<file path="src/rtl/uart_rx_param.sv">
// uart_rx_param: oversampled UART receiver with configurable data width,
// optional parity and one or two stop bits. The received word is held in
// a valid/ready output register with parity, framing, break and overrun
// flags. The FSM is written as state register / next-state / outputs.
module uart_rx_param #(
    parameter int DATA_BITS  = 8,
    parameter int OVERSAMPLE = 16,
    parameter int PARITY_EN  = 0,
    parameter int PARITY_ODD = 0,
    parameter int STOP_BITS  = 1
) (
    input  logic                 clk,
    input  logic                 reset,
    input  logic                 b_tick,
    input  logic                 rx,
    output logic [DATA_BITS-1:0] dout,
    output logic                 rx_valid,
    input  logic                 rx_ready,
    output logic                 rx_done,
    output logic                 parity_err,
    output logic                 frame_err,
    output logic                 break_det,
    output logic                 overrun
);

    localparam int TW = $clog2(OVERSAMPLE + 1);
    localparam int BW = $clog2(DATA_BITS + 1);
    localparam logic [TW-1:0] TICK_MID  = TW'(OVERSAMPLE / 2 - 1);
    localparam logic [TW-1:0] TICK_LAST = TW'(OVERSAMPLE - 1);
    localparam logic [BW-1:0] DATA_LAST = BW'(DATA_BITS - 1);
    localparam logic [BW-1:0] STOP_LAST = BW'(STOP_BITS - 1);
    localparam logic          ODD       = (PARITY_ODD != 0);
    localparam logic          HAS_PAR   = (PARITY_EN != 0);

    typedef enum logic [2:0] {
        IDLE      = 3'd0,
        START     = 3'd1,
        DATA      = 3'd2,
        PARITY    = 3'd3,
        STOP      = 3'd4,
        WAIT_IDLE = 3'd5
    } state_t;

    state_t state, state_next;

    logic                 rx_meta, rxs;
    logic [TW-1:0]        tick_cnt;
    logic [BW-1:0]        bit_cnt;
    logic [DATA_BITS-1:0] shreg;
    logic                 pend_par, pend_frame, pend_zero;

    // Control strobes produced by the output process
    logic tick_hit, cnt_clr, start_ok, shift_en, par_en, stop_en;
    logic frame_end, fe_fin, brk_fin;

    // Two-flop synchroniser for the asynchronous serial line (idle high)
    always_ff @(posedge clk) begin
        if (reset) begin
            rx_meta <= 1'b1;
            rxs     <= 1'b1;
        end else begin
            rx_meta <= rx;
            rxs     <= rx_meta;
        end
    end

    // State register
    always_ff @(posedge clk) begin
        if (reset) state <= IDLE;
        else       state <= state_next;
    end

    // Next-state logic
    always_comb begin
        state_next = state;
        case (state)
            IDLE:      if (!rxs) state_next = START;
            START:     if (tick_hit) state_next = rxs ? IDLE : DATA;
            DATA:      if (shift_en && bit_cnt == DATA_LAST)
                           state_next = HAS_PAR ? PARITY : STOP;
            PARITY:    if (par_en) state_next = STOP;
            STOP:      if (frame_end) state_next = fe_fin ? WAIT_IDLE : IDLE;
            WAIT_IDLE: if (rxs) state_next = IDLE;
            default:   state_next = IDLE;
        endcase
    end

    // Output process: sample strobes and end-of-frame flag values
    always_comb begin
        tick_hit  = 1'b0;
        cnt_clr   = 1'b0;
        start_ok  = 1'b0;
        shift_en  = 1'b0;
        par_en    = 1'b0;
        stop_en   = 1'b0;
        frame_end = 1'b0;
        // Stop-bit sample is the current rxs; a low stop bit is a frame error
        fe_fin    = pend_frame || !rxs;
        brk_fin   = pend_zero && !rxs;
        case (state)
            IDLE:   cnt_clr = !rxs;
            START:  begin
                tick_hit = b_tick && (tick_cnt == TICK_MID);
                cnt_clr  = tick_hit;
                start_ok = tick_hit && !rxs;
            end
            DATA:   begin
                tick_hit = b_tick && (tick_cnt == TICK_LAST);
                cnt_clr  = tick_hit;
                shift_en = tick_hit;
            end
            PARITY: begin
                tick_hit = b_tick && (tick_cnt == TICK_LAST);
                cnt_clr  = tick_hit;
                par_en   = tick_hit;
            end
            STOP:   begin
                tick_hit  = b_tick && (tick_cnt == TICK_LAST);
                cnt_clr   = tick_hit;
                stop_en   = tick_hit;
                frame_end = tick_hit && (bit_cnt == STOP_LAST);
            end
            default: ;
        endcase
    end

    // Oversample tick counter; runs only while a frame is in progress
    always_ff @(posedge clk) begin
        if (reset) begin
            tick_cnt <= '0;
        end else if (cnt_clr) begin
            tick_cnt <= '0;
        end else if (b_tick && state != IDLE && state != WAIT_IDLE) begin
            tick_cnt <= tick_cnt + 1'b1;
        end
    end

    // Bit counter within the current state; restarts on every state change
    always_ff @(posedge clk) begin
        if (reset) begin
            bit_cnt <= '0;
        end else if (state_next != state) begin
            bit_cnt <= '0;
        end else if (shift_en || stop_en) begin
            bit_cnt <= bit_cnt + 1'b1;
        end
    end

    // Data shift register (LSB first) and pending per-frame error state
    always_ff @(posedge clk) begin
        if (reset) begin
            shreg      <= '0;
            pend_par   <= 1'b0;
            pend_frame <= 1'b0;
            pend_zero  <= 1'b1;
        end else begin
            if (start_ok) begin
                pend_par   <= 1'b0;
                pend_frame <= 1'b0;
                pend_zero  <= 1'b1;
            end
            if (shift_en)
                shreg <= {rxs, shreg[DATA_BITS-1:1]};
            // Mismatch when XOR over data and parity bit differs from ODD
            if (par_en)
                pend_par <= (^shreg) ^ rxs ^ ODD;
            if (stop_en && !rxs)
                pend_frame <= 1'b1;
            if ((shift_en || par_en || stop_en) && rxs)
                pend_zero <= 1'b0;
        end
    end

    // Output holding register: a completed frame always overwrites
    always_ff @(posedge clk) begin
        if (reset) begin
            dout       <= '0;
            rx_valid   <= 1'b0;
            rx_done    <= 1'b0;
            parity_err <= 1'b0;
            frame_err  <= 1'b0;
            break_det  <= 1'b0;
            overrun    <= 1'b0;
        end else begin
            rx_done <= frame_end;
            if (frame_end) begin
                dout       <= shreg;
                rx_valid   <= 1'b1;
                parity_err <= pend_par;
                frame_err  <= fe_fin;
                break_det  <= brk_fin;
                overrun    <= rx_valid && !rx_ready;
            end else if (rx_valid && rx_ready) begin
                rx_valid   <= 1'b0;
                parity_err <= 1'b0;
                frame_err  <= 1'b0;
                break_det  <= 1'b0;
                overrun    <= 1'b0;
            end
        end
    end

endmodule

</file>
<file path="config.mk">
export PLATFORM = sky130hd
export DESIGN_NAME = uart_rx_param
export DESIGN_NICKNAME = d
export VERILOG_FILES = /design/src/rtl/uart_rx_param.sv
export SDC_FILE = /design/constraint.sdc
export NUM_CORES = 1
export LEC_CHECK = 0
export ABC_AREA = 1
export ABC_CLOCK_PERIOD_IN_PS = 1800
export BUFFER_PORTS_ARGS = -buffer_cell sky130_fd_sc_hd__clkbuf_2
export CORE_UTILIZATION = 35
export DETAILED_ROUTE_END_ITERATION = 10
export GPL_TIMING_DRIVEN = 0
export PLACE_DENSITY = 0.59
export SETUP_SLACK_MARGIN = 0.3
export SLEW_MARGIN = 20
export SYNTH_ARGS = -nofsm -noshare
export SYNTH_HDL_FRONTEND = slang
export SYNTH_SLANG_ARGS = --single-unit
</file>
<file path="constraint.sdc">
create_clock -name clk -period 1.8 [get_ports clk]
set_input_delay 0.09 -clock clk [delete_from_list [all_inputs] [get_ports clk]]
set_output_delay 0.09 -clock clk [all_outputs]
set_load 0.005 [all_outputs]
</file>
---- Yosys cells after proc, flatten, opt, wreduce, memory -nomap -nowiden ----
Index checks and enable logic that the tools add are counted.
cells by class
  multiplexer cells ....................... 27
  equal/unequal tests ..................... 10
  bitwise gates (word level) .............. 1
  add/subtract/negate cells ............... 2
  reduce and logical (&&, ||, !) cells .... 29
operators by type and width
  cell                                                              count
  3-bit two-way mux                                                 7
  3-bit case mux with 6 select lines                                1
  1-bit two-way mux                                                 16
  1-bit logical AND                                                 12
  2-bit nonzero test                                                4
  8-bit parity                                                      1
  3-bit by 2-bit == test with 1-bit output (second input constant)  2
  3-bit == test (second input constant)                             2
  5-bit by 1-bit adder with 5-bit output (second input constant)    1
  5-bit by 3-bit == test with 1-bit output (second input constant)  1
  5-bit by 4-bit == test with 1-bit output (second input constant)  1
  4-bit by 1-bit adder with 4-bit output (second input constant)    1
  4-bit by 3-bit == test with 1-bit output (second input constant)  1
  4-bit logical NOT                                                 1
  1-bit logical OR                                                  4
  2-bit OR reduction                                                2
  3-bit by 1-bit == test with 1-bit output (second input constant)  1
  3-bit logical NOT                                                 1
  3-bit inequality test                                             1
  3-bit inequality test (second input constant)                     1
  1-bit case mux with 3 select lines                                1
  3-bit nonzero test                                                1
  3-bit OR reduction                                                1
  1-bit logical NOT                                                 2
  3 further kinds                                                   3
storage, ports and cells
  word-level logic and storage cells ...... 85
  output and inout bits ................... 14
  flip-flop bits (word level) ............. 39
  input port bits ......................... 5

---- Logic depth before layout (Yosys ltp) ----
Gate-level depths: netlist of the first run.
  word-level depth ........................ 8
  gate-level depth with buffers ........... 12
  mapped depth without buffers ............ 12

---- Worst setup path after synthesis of the first run ----
Ideal clock, no wire load.
  path type ............................... flip-flop to flip-flop
  start point ............................. reg tick_cnt[0]
  end point ............................... reg bit_cnt[0]
  path slack .............................. 0.139 ns
  buffers on the path ..................... 0
  period minus slack after synthesis ...... 1.661 ns
  library setup time ...................... 0.118 ns
  data required time ...................... 1.682 ns
  stages on the path, launching flop included .. 13
  data arrival time ....................... 1.543 ns
  path through ............................ dfxtp_1 > ha_1 > inv_1 > nor2_1 > ha_1 > nand2_2 > inv_1 > nand3_1 > nand2_1 > nor2_1 > nand3_1 > nand3_1 > nor3_1
between the ends
  cells in the longest elaborated chain, start to end .. 8
  elaborated cells between the ends (all ways) .. 19
  classes of those cells .................. eq/ne: 3; mux: 10; reduce/logical: 6
ends and longest elaborated chain
  what                                                    RTL line       text
  start, declared                                         47             logic [TW-1:0] tick_cnt;
  start signal, assigned                                  134            tick_cnt <= tick_cnt + 1'b1;
  5-bit by 4-bit == test with 1-bit output                108, 113, 118
  1-bit logical AND                                       108, 113, 118
  1-bit logical AND or 1-bit two-way mux (tied branches)  121, 100
  1-bit two-way mux or 1-bit logical AND (tied branches)  100, 79
  3-bit two-way mux, on equally long branches             82, 79
  3-bit case mux with 6 select lines                      76             case (state)
  3-bit inequality test                                   142            end else if (state_next != state) begin
  2-bit OR reduction (no line)                            n/a
  end signal, assigned                                    145            bit_cnt <= bit_cnt + 1'b1;
  end, declared                                           48             logic [BW-1:0] bit_cnt;
Parallel ways exist; a longest one is shown, timed or not.
A chain may end at the register's enable or synchronous reset.

---- Worst setup path in the final report of the first run ----
  start point ............................. reg tick_cnt[0]
  end point ............................... reg bit_cnt[2]
The elaborated chain is that of the path after synthesis.

==> results.py, run 1 <==
metrics = {
    "floorplan": {
        "starting_density_of_the_core": 0.363,
        "std_cell_rows": 26,
        "floorplan.core_area_um2": 5070,
        "die_height_um": 74.6,
        "floorplan.die.width_um": 74.6,
        "num_io_pins": 19,
        "die_area_um2": 5560,
    },
    "grt": {
        "initial_antenna_violation_count": 0,
        "grt_pass1_vias": 1456,
        "grt_util_met3": 0.0488,
        "grt_use_total": 0.161,
        "grt_most_used_layer": "met2",
        "gr-total-overflow": 0,
        "grt_max_degree": 13,
        "global_route.usage.met2": 0.258,
        "grt_pass1_wl_mm": 6.66,
        "grt_use_met1": 0.202,
    },
    "pwr": {
        "power.sequential.fraction": 0.564,
        "clockPowerShare": 0.379,
        "power.share.switching": 0.245,
        "power_per_cell_area_nw_per_um2": 609,
        "combPwrFrac": 0.056,
        "leakage_power_nw": 1.03,
        "power.internal_mw": 1.17,
        "switching_power_mw": 0.378,
        "vdd_drop_max_mv": 0.305,
    },
    "timing": {
        "report.final.hold_viol_count": 0,
        "fmax_mhz": 583,
        "period_needed_ns": 1.72,
        "worst_slew_margin_rel": 0.600,
        "grt_setup_unrepaired": "true",
        "setup_ws_ns": 0.0841,
        "hold-worst-slack_ns": 0.121,
        "maxSlewViolCount": 0,
        "clock_skew_ns": 0.00779,
        "max_slew.worst_pin.slew_ns": 0.599,
        "setup_viol": 0,
        "post-route-period-util": 0.953,
    },
    "synthesis": {
        "yosys-mux-area-fraction": 0,
        "yosysMostFrequentCell": "nor2_1",
        "synth_top_area_cell": "dfxtp_1",
        "syn_avg_cell_area_um2": 7.41,
        "synthesis.instances": 249,
        "synth_area_leaders": "dfxtp_1 42%, nor2_1 8.1%, inv_1 6.5%, nand2_1 6.5%, o21ai_0 5.4%",
        "synth_commonest_cells": "40 x nor2_1, 39 x dfxtp_1, 32 x inv_1, 32 x nand2_1, 20 x o21ai_0",
        "synth_top_family_by_area": "simple AND/OR/NAND/NOR gates",
        "ys_ff_latch": 39,
        "synth-compound-area-share": 0.123,
        "syn_area_um2": 1840,
        "yosys.cell_types.count": 30,
        "yosys.area_share.adder": 0.0271,
        "ys_flop_type": "dfxtp_1",
        "yosysWarnings": 0,
        "synth-edff-count": 0,
        "synth_sequential_area_ratio": 0.423,
        "post_synth_and_or_nand_nor_area_fraction": 0.302,
        "synthDominantCellAreaShare": 0.423,
        "post_syn_nets": 258,
        "synth_xor_area_frac": 0.0380,
        "postSynth.asyncResetShare": 0,
    },
    "setup_path": {
        "cp_max_fo": 7,
        "worst_setup_path_end_kind": "flip-flop",
        "worstPathRequired_ns": 2.02,
        "crit_arrival_ns": 1.94,
        "critPathKind": "flip-flop to flip-flop",
        "critical_path.startpoint_type": "flip-flop",
    },
    "placement": {
        "port_buffers": 18,
        "dpl_hpwl_mm": 2.76,
        "preCtsSetupSlack_ns": 0.0599,
        "place_congestion": 0.869,
    },
    "layout": {
        "synthToLayoutAreaGrowth_pct": 37.4,
        "final_layout_size_suffix_gt1_frac": 0.401,
        "utilization": 0.499,
        "fin_nets": 297,
        "antennaDiodeCount": 0,
    },
    "cts": {
        "clk_transition_reported_paths_ns": 0.08,
        "clk_path_buf_depth": 2,
        "source_to_sink_clock_delay_at_the_later_pin_of_the_worst_skew_pair_ns": 0.29,
        "cts_tree": "yes",
        "cts-buffers-inserted": 5,
        "htree_num_levels": 2,
        "numClockSinks": 39,
        "cts.root.buffer_cell": "clkbuf_8",
    },
    "routing": {
        "routed_wirelength_mm": 4.21,
        "vias_per_cell": 4.70,
        "dr_total_vias": 1688,
        "drc_errors": 0,
        "routedWlPerCell_um": 11.7,
        "detailedRoute.firstIterationViolations": 79,
        "ant_nets": 0,
        "drt_pass1_iterations": 4,
    },
    "hold_path": {
        "min_path_type": "primary input to flip-flop",
    },
    "outcome": {
        "status": "complete, no violations",
    },
    "job": {
        "drv.max_cap_violation_count": 0,
    },
}
-- per-stage QoR --
step,area (um^2),instances,power [mW],setup TNS (ns)
after floorplan,1890,249,0.934,0
after global placement,2070,337,0.954,0
after detailed placement,2070,337,0.954,0
after CTS,2300,353,1.54,0
after global routing,2530,359,1.61,-0.0846
final,2530,359,1.54,0
-- cell usage in the layout, fill, tap and decap left out, types with 6 or more instances in the layout --
cell type,count
a21oi_1,6
a21oi_2,7
buf_4,7
buf_6,7
clkbuf_2,18
dfxtp_1,34
inv_1,27
nand2_1,25
nand2_2,6
nand3_1,11
nand3_2,9
nor2_1,36
o21ai_0,9
o21ai_2,10
-- state kept, by name (all words and copies together), names as in the netlist --
signal	cells
rx_valid	1
overrun	1
pend_frame	1
rx_meta	1
rxs	1
pend_par	1
dout	8
tick_cnt	5
break_det	1
bit_cnt	4
parity_err	1
rx_done	1
shreg	8
state	3
pend_zero	1
frame_err	1
-- power groups by stage --
stage	clock network, mW	logic, mW	registers (mW)
after floorplan	0	0.0433	0.890
after global placement	0	0.0621	0.892
after detailed placement	0	0.0621	0.892
after CTS	0.600	0.0681	0.872
after global routing	0.639	0.0962	0.872
final	0.586	0.0870	0.872
-- final timing paths --
kind / from / end / slack, ns / cells past startpoint
setup reg to reg: tick_cnt[0] / bit_cnt[2] / 0.08 / 11
hold reg to reg: rx_meta / rxs / 0.42 / 1
setup / recovery: tick_cnt[0] / bit_cnt[2] / 0.08 / 11
hold / removal: rx_ready / rx_valid / 0.12 / 4
-- worst max-delay path, stage by stage, from the launching register on --
cell	delay (ns)
dfxtp_4	0.36
ha_4	0.15
inv_4	0.04
nor2_4	0.11
ha_4	0.16
nand2_8	0.08
buf_6	0.13
a21oi_4	0.21
a21oi_2	0.08
nor2_1	0.12
inv_1	0.06
nor3_2	0.14
-- layout make-up --
cell class,count,area (um^2)
fill,507,2540
timing repair buffer,31,209
tap,70,87.6
clock buffer,6,72.6
timing repair inverter,1,11.3
clock inverter,2,12.5
buffer,5,33.8
multi-input combinational,170,1170
sequential,39,790
inverter,35,143
-- layer usage --
layer,vias up,wire length (um)
met5,-,0
met4,0,64
met3,8,123
met2,24,2090
met1,773,1930
li1,883,-
-- repair_timing --
| action | CTS | global route |
|---|---|---|
| gates cloned | 2 | 0 |
| pin swaps | 6 | 23 |
| hold buffers | 1 | 0 |
| setup buffers | 5 | 6 |
| endpoints found under the hold margin | 1 | 0 |
| gates resized for setup | 26 | 44 |
| setup endpoints to repair | 35 | 36 |
-- kinds of logic after synthesis --
logic type,count (synthesis)
buffers and inverters,40
adder cells (fa/ha/maj),4
AND/OR/NAND/NOR,118
AO/OA/AOI/OAI,40
XOR/XNOR,8
flip-flops,39
Power figures use the tool's default switching activity.
==> inputs of run 2 (changes only) <==
Settings changed: CORE_MARGIN from default to 4.
==> run 2 against run 1 <==
  * Setup slack got worse by 0.056 ns
  * Total power up 0.91%
  * Clock skew is 0.0047 ns lower
  * Design area increased by 4.8%
  * Global-route usage is 2.0 points lower
  * Core utilization is 2.1 points higher
  * First-iteration DRC count decreased by 13%
  * Sequential power barely moved
  * Worst hold slack better by 0.0016 ns
  * Flip-flop and latch count unchanged
  * Non-clock buffer count rose by 9
  * Via count is 3.5% higher
  * Critical path type unchanged
  * Critical endpoint is now bit_cnt[1]
==> results.py, run 2 (same netlist as run 1, synthesis figures left out) <==
metrics = {
    "outcome": {
        "status": "complete, no violations",
    },
    "placement": {
        "preCtsSetupSlack_ns": 0.0275,
        "place_congestion": 0.898,
        "placed_cell_area_um2": 2070,
        "port_buffers": 18,
        "dpl_hpwl_mm": 2.82,
    },
    "pwr": {
        "combPwrFrac": 0.058,
        "power_per_cell_area_nw_per_um2": 587,
        "power.share.switching": 0.248,
        "power.sequential.fraction": 0.560,
        "power.internal_mw": 1.17,
        "leakage_power_nw": 1.10,
        "total_power_mw": 1.56,
        "vdd_drop_max_mv": 0.358,
        "switching_power_mw": 0.387,
        "clockPowerShare": 0.382,
    },
    "grt": {
        "grt_pass1_wl_mm": 7.09,
        "grt_use_met1": 0.166,
        "grt_most_used_layer": "met2",
        "grt_pass1_vias": 1624,
        "grt_max_degree": 13,
        "grt_use_total": 0.142,
        "grt_util_met3": 0.0314,
        "global_route.usage.met2": 0.240,
        "initial_antenna_violation_count": 0,
        "gr-total-overflow": 0,
    },
    "timing": {
        "fin_tns_setup_ns": 0,
        "setup_viol": 0,
        "period_needed_ns": 1.77,
        "maxSlewViolCount": 0,
        "report.final.hold_viol_count": 0,
        "worst_slew_margin_rel": 0.564,
        "grt_setup_unrepaired": "true",
        "clock_skew_ns": 0.00313,
        "post-route-period-util": 0.984,
        "max_slew.worst_pin.slew_ns": 0.654,
        "fmax_mhz": 564,
        "setup_ws_ns": 0.0281,
    },
    "setup_path": {
        "critPathKind": "flip-flop to flip-flop",
        "crit_arrival_ns": 1.97,
        "cp_max_fo": 6,
        "worst_setup_path_end_kind": "flip-flop",
        "worstPathRequired_ns": 2.00,
        "critical_path.startpoint_type": "flip-flop",
    },
    "floorplan": {
        "floorplan.die.width_um": 80.6,
        "die_height_um": 80.6,
        "num_io_pins": 19,
        "floorplan.core_area_um2": 5110,
        "die_area_um2": 6490,
        "starting_density_of_the_core": 0.361,
        "std_cell_rows": 26,
    },
    "routing": {
        "drt_pass1_iterations": 4,
        "dr_total_vias": 1747,
        "routed_wirelength_mm": 4.54,
        "vias_per_cell": 4.75,
        "routedWlPerCell_um": 12.3,
        "ant_nets": 0,
        "detailedRoute.firstIterationViolations": 69,
        "drc_errors": 0,
    },
    "hold_path": {
        "min_path_type": "primary input to flip-flop",
    },
    "cts": {
        "cts.root.buffer_cell": "clkbuf_8",
        "clk_path_buf_depth": 2,
        "cts-buffers-inserted": 5,
        "numClockSinks": 39,
        "source_to_sink_clock_delay_at_the_later_pin_of_the_worst_skew_pair_ns": 0.30,
        "clk_transition_reported_paths_ns": 0.08,
        "htree_num_levels": 2,
        "cts_tree": "yes",
    },
    "layout": {
        "reg.largest.list": "dout: 8 flops, shreg: 8 flops, tick_cnt: 5 flops",
        "stdcell_area_um2": 2660,
        "fin_nets": 306,
        "final_layout_size_suffix_gt1_frac": 0.423,
        "synthToLayoutAreaGrowth_pct": 44.0,
        "layout_common_cells": "34 x nor2_1, 34 x dfxtp_1, 27 x inv_1",
        "antennaDiodeCount": 0,
    },
    "job": {
        "drv.max_cap_violation_count": 0,
    },
}
run 2: worst paths after layout:
path                            cells after the start         end  slack [ns]        start
worst min register to register                      1         rxs        0.43      rx_meta
worst min-delay path                                4    rx_valid        0.12     rx_ready
worst max register to register                     12  bit_cnt[1]        0.03  tick_cnt[0]
worst max-delay path                               12  bit_cnt[1]        0.03  tick_cnt[0]
run 2: cell type report:
cell class                 count  area, um^2
tap                           70        87.6
timing repair inverter         1        8.76
fill                         489        2450
timing repair buffer          40         304
sequential                    39         787
multi-input combinational    170        1190
clock inverter                 2        12.5
buffer                         5        33.8
clock buffer                   6        72.6
inverter                      35         155
run 2: what timing repair did:
item,4_1_cts,5_1_grt
pin swaps,5,23
resized for setup,32,49
cloned,2,0
hold endpoints to repair,1,0
hold buffers,1,0
setup buffers,9,11
setup endpoints to repair,35,37
run 2: stage by stage:
| stage | hold slack [ns] | instances | util |
|---|---|---|---|
| floorplan | 0.194 | 249 | - |
| detailed placement | 0.280 | 337 | 0.406 |
| global placement | 0.272 | 337 | 0.406 |
| global route | 0.129 | 368 | 0.520 |
| CTS | 0.0986 | 357 | 0.462 |
| finish | 0.122 | 368 | 0.520 |
run 2: power groups by stage:
stage          Combinational (mW)  Clock (mW)  Sequential (mW)
6_report                   0.0907       0.595            0.873
5_1_grt                    0.0992       0.635            0.874
4_1_cts                    0.0759       0.617            0.872
3_5_place_dp               0.0621           0            0.892
3_3_place_gp               0.0619           0            0.892
2_1_floorplan              0.0433           0            0.890
run 2: metal layers:
metal,wire length (um),share of wire,vias up
met5,0,0,-
met4,114,0.025,0
met3,141,0.031,14
met2,2230,0.49,29
met1,2050,0.45,803
li1,-,-,901
run 2: worst max-delay path, stage by stage (launching register included):
cell and delay (ns):
dfxtp_2 0.36, ha_4 0.15, inv_4 0.04, nor2_4 0.12, ha_4 0.17, nand2_8 0.09
nand3_4 0.10, nand2_2 0.05, nor2_2 0.14, buf_4 0.14, nand4_1 0.14, nand2_4 0.13
nor3_2 0.05
==> inputs of run 3 (changes only) <==
Settings changed: CORE_UTILIZATION 35 to 45, CTS_CLUSTER_SIZE from default to 16, GPL_TIMING_DRIVEN 0 to default, PLACE_DENSITY 0.59 to 0.71.
==> run 3 against run 2 <==
  * Clock-buffer cell count unchanged
  * Global-route usage up 3.1 points
  * Critical path depth unchanged
  * Design area down 2.4%
  * Sequential power about the same
  * Total power about the same
  * Clock power up 1%
  * Sequential share of layout area up 0.67 points
  * Combinational power down 4.3%
  * Critical path type unchanged
  * Critical endpoint is now bit_cnt[2]
==> results.py, run 3 (same netlist as run 1, synthesis figures left out) <==
metrics = {
    "floorplan": {
        "starting_density_of_the_core": 0.464,
        "floorplan.core_area_um2": 3970,
        "num_io_pins": 19,
        "floorplan.die.width_um": 72.0,
        "die_area_um2": 5190,
        "die_height_um": 72.0,
        "std_cell_rows": 23,
    },
    "setup_path": {
        "cp.depth": 12,
        "ff2ff_setup_slack_ns": 0.05,
        "timing.rr.end": "bit_cnt[2]",
        "critPathCapture": "bit_cnt[2]",
        "crit-reg2reg-launch": "tick_cnt[1]",
        "cp_max_fo": 6,
        "worstPathRequired_ns": 2.03,
        "critPathKind": "flip-flop to flip-flop",
        "critPathTopFamily": "simple AND/OR/NAND/NOR gates",
        "critical_path.startpoint_type": "flip-flop",
        "worst_setup_path_end_kind": "flip-flop",
        "cell_by_cell_trace_of_the_critical_path": "ha_4, inv_2, nor2_2, ha_2, nand2_4, nor2_4, nand2_2, nand2_2, nor2_4, nand3_2, nand3_4, nor3_2",
        "cp_num_buf_inv": 1,
        "crit_path_max_delay_cell_type": "dfxtp_2",
        "worstSetupStartpoint": "tick_cnt[1]",
        "worst-r2r-cell-count": 12,
        "slowest_stage_delay_cp_ns": 0.36,
        "crit_arrival_ns": 1.97,
    },
    "timing": {
        "hold-worst-slack_ns": 0.128,
        "setup_viol": 0,
        "worst_slew_margin_rel": 0.725,
        "fin_tns_setup_ns": 0,
        "report.final.hold_viol_count": 0,
        "post-route-period-util": 0.971,
        "grt_setup_unrepaired": "true",
        "maxSlewViolCount": 0,
        "max_slew.worst_pin.slew_ns": 0.412,
        "period_needed_ns": 1.75,
        "fmax_mhz": 572,
        "clock_skew_ns": 0.00153,
    },
    "pwr": {
        "power_per_cell_area_nw_per_um2": 602,
        "total_power_mw": 1.56,
        "leakage_power_nw": 1.07,
        "vdd_drop_max_mv": 0.336,
    },
    "grt": {
        "grt_pass1_wl_mm": 6.98,
        "grt_use_total": 0.172,
        "initial_antenna_violation_count": 0,
        "grt_max_degree": 22,
        "grt_pass1_vias": 1573,
        "gr-total-overflow": 0,
    },
    "layout": {
        "synthToLayoutAreaGrowth_pct": 40.6,
        "reg.largest.list": "dout: 8 flops, shreg: 8 flops, tick_cnt: 5 flops",
        "layout_common_cells": "37 x dfxtp_1, 31 x nor2_1, 28 x inv_1",
        "final_layout_size_suffix_gt1_frac": 0.424,
        "most_common_cell_after_layout_fill_and_taps_aside": "dfxtp_1",
        "fin_nets": 297,
        "antennaDiodeCount": 0,
    },
    "routing": {
        "routedWlPerCell_um": 13.2,
        "routed_wirelength_mm": 4.45,
        "ant_nets": 0,
        "drt_pass1_iterations": 4,
        "drc_errors": 0,
        "vias_per_cell": 5.05,
        "detailedRoute.firstIterationViolations": 94,
        "dr_total_vias": 1707,
    },
    "cts": {
        "cts_tree": "yes",
        "cts.root.buffer_cell": "clkbuf_8",
        "clk_path_buf_depth": 2,
        "htree_num_levels": 2,
        "numClockSinks": 39,
        "source_to_sink_clock_delay_at_the_later_pin_of_the_worst_skew_pair_ns": 0.30,
        "clk_transition_reported_paths_ns": 0.07,
        "cts-buffers-inserted": 5,
    },
    "hold_path": {
        "min_from": "b_tick",
        "min_path_type": "primary input to flip-flop",
    },
    "outcome": {
        "status": "complete, no violations",
    },
    "job": {
        "drv.max_cap_violation_count": 0,
    },
    "placement": {
        "port_buffers": 18,
        "dpl_hpwl_mm": 2.69,
        "place_congestion": 0.877,
    },
}
==> run 3: routing by layer <==
metal / global-route usage / part of all wire / up-vias
met1: 0.213 / 0.45 / 803
met5: 0 / 0 / -
met2: 0.279 / 0.50 / 20
met3: 0.0332 / 0.027 / 8
met4: 0.100 / 0.024 / 0
li1: - / - / 876
==> run 3: worst min-delay path by stage <==
stage	endpoint	slack [ns]	depth (start not counted)
2_1_floorplan	rx_meta	0.19	1
3_3_place_gp	rx_meta	0.29	2
3_5_place_dp	rx_meta	0.29	2
4_1_cts	overrun	0.11	4
5_1_grt	tick_cnt[1]	0.15	3
6_report	tick_cnt[1]	0.13	3
==> run 3: final cells by class <==
cell class                 instances  area (um^2)
timing repair inverter             1         8.76
tap                               50         62.6
clock buffer                       6         82.6
clock inverter                     1         5.00
timing repair buffer              36          274
multi-input combinational        170         1220
sequential                        39          786
inverter                          35          151
fill                             329         1380
==> run 3: repair_timing <==
| action | in CTS | in global routing |
|---|---|---|
| resized for setup | 33 | 56 |
| endpoints found under the setup margin | 28 | 36 |
| pin swaps | 20 | 23 |
| cloned | 1 | 1 |
| hold endpoints to repair | 1 | 0 |
| hold buffers | 1 | 0 |
| buffers inserted | 9 | 3 |
==> run 3: stage by stage <==
stage	worst slack, ns	cell area, um^2	util	instances
4_1_cts	0.110	2370	0.597	334
6_report	0.0529	2590	0.653	338
3_5_place_dp	0.0926	2040	0.514	316
5_1_grt	-0.0351	2590	0.653	338
2_1_floorplan	0.229	1890	-	249
3_3_place_gp	0.152	2040	0.514	316
==> run 3: tightest hold or removal path: stages <==
cell,delay (ns)
clkbuf_2,0.13
nand4_1,0.10
a21oi_1,0.06
==> run 3: where the power goes <==
group | leakage [nW] | total (mW) | internal, mW | switching (mW)
combinational | 0.706 | 0.0868 | 0.0314 | 0.0554
clock | 0.0470 | 0.603 | 0.300 | 0.302
sequential | 0.316 | 0.870 | 0.865 | 0.00474
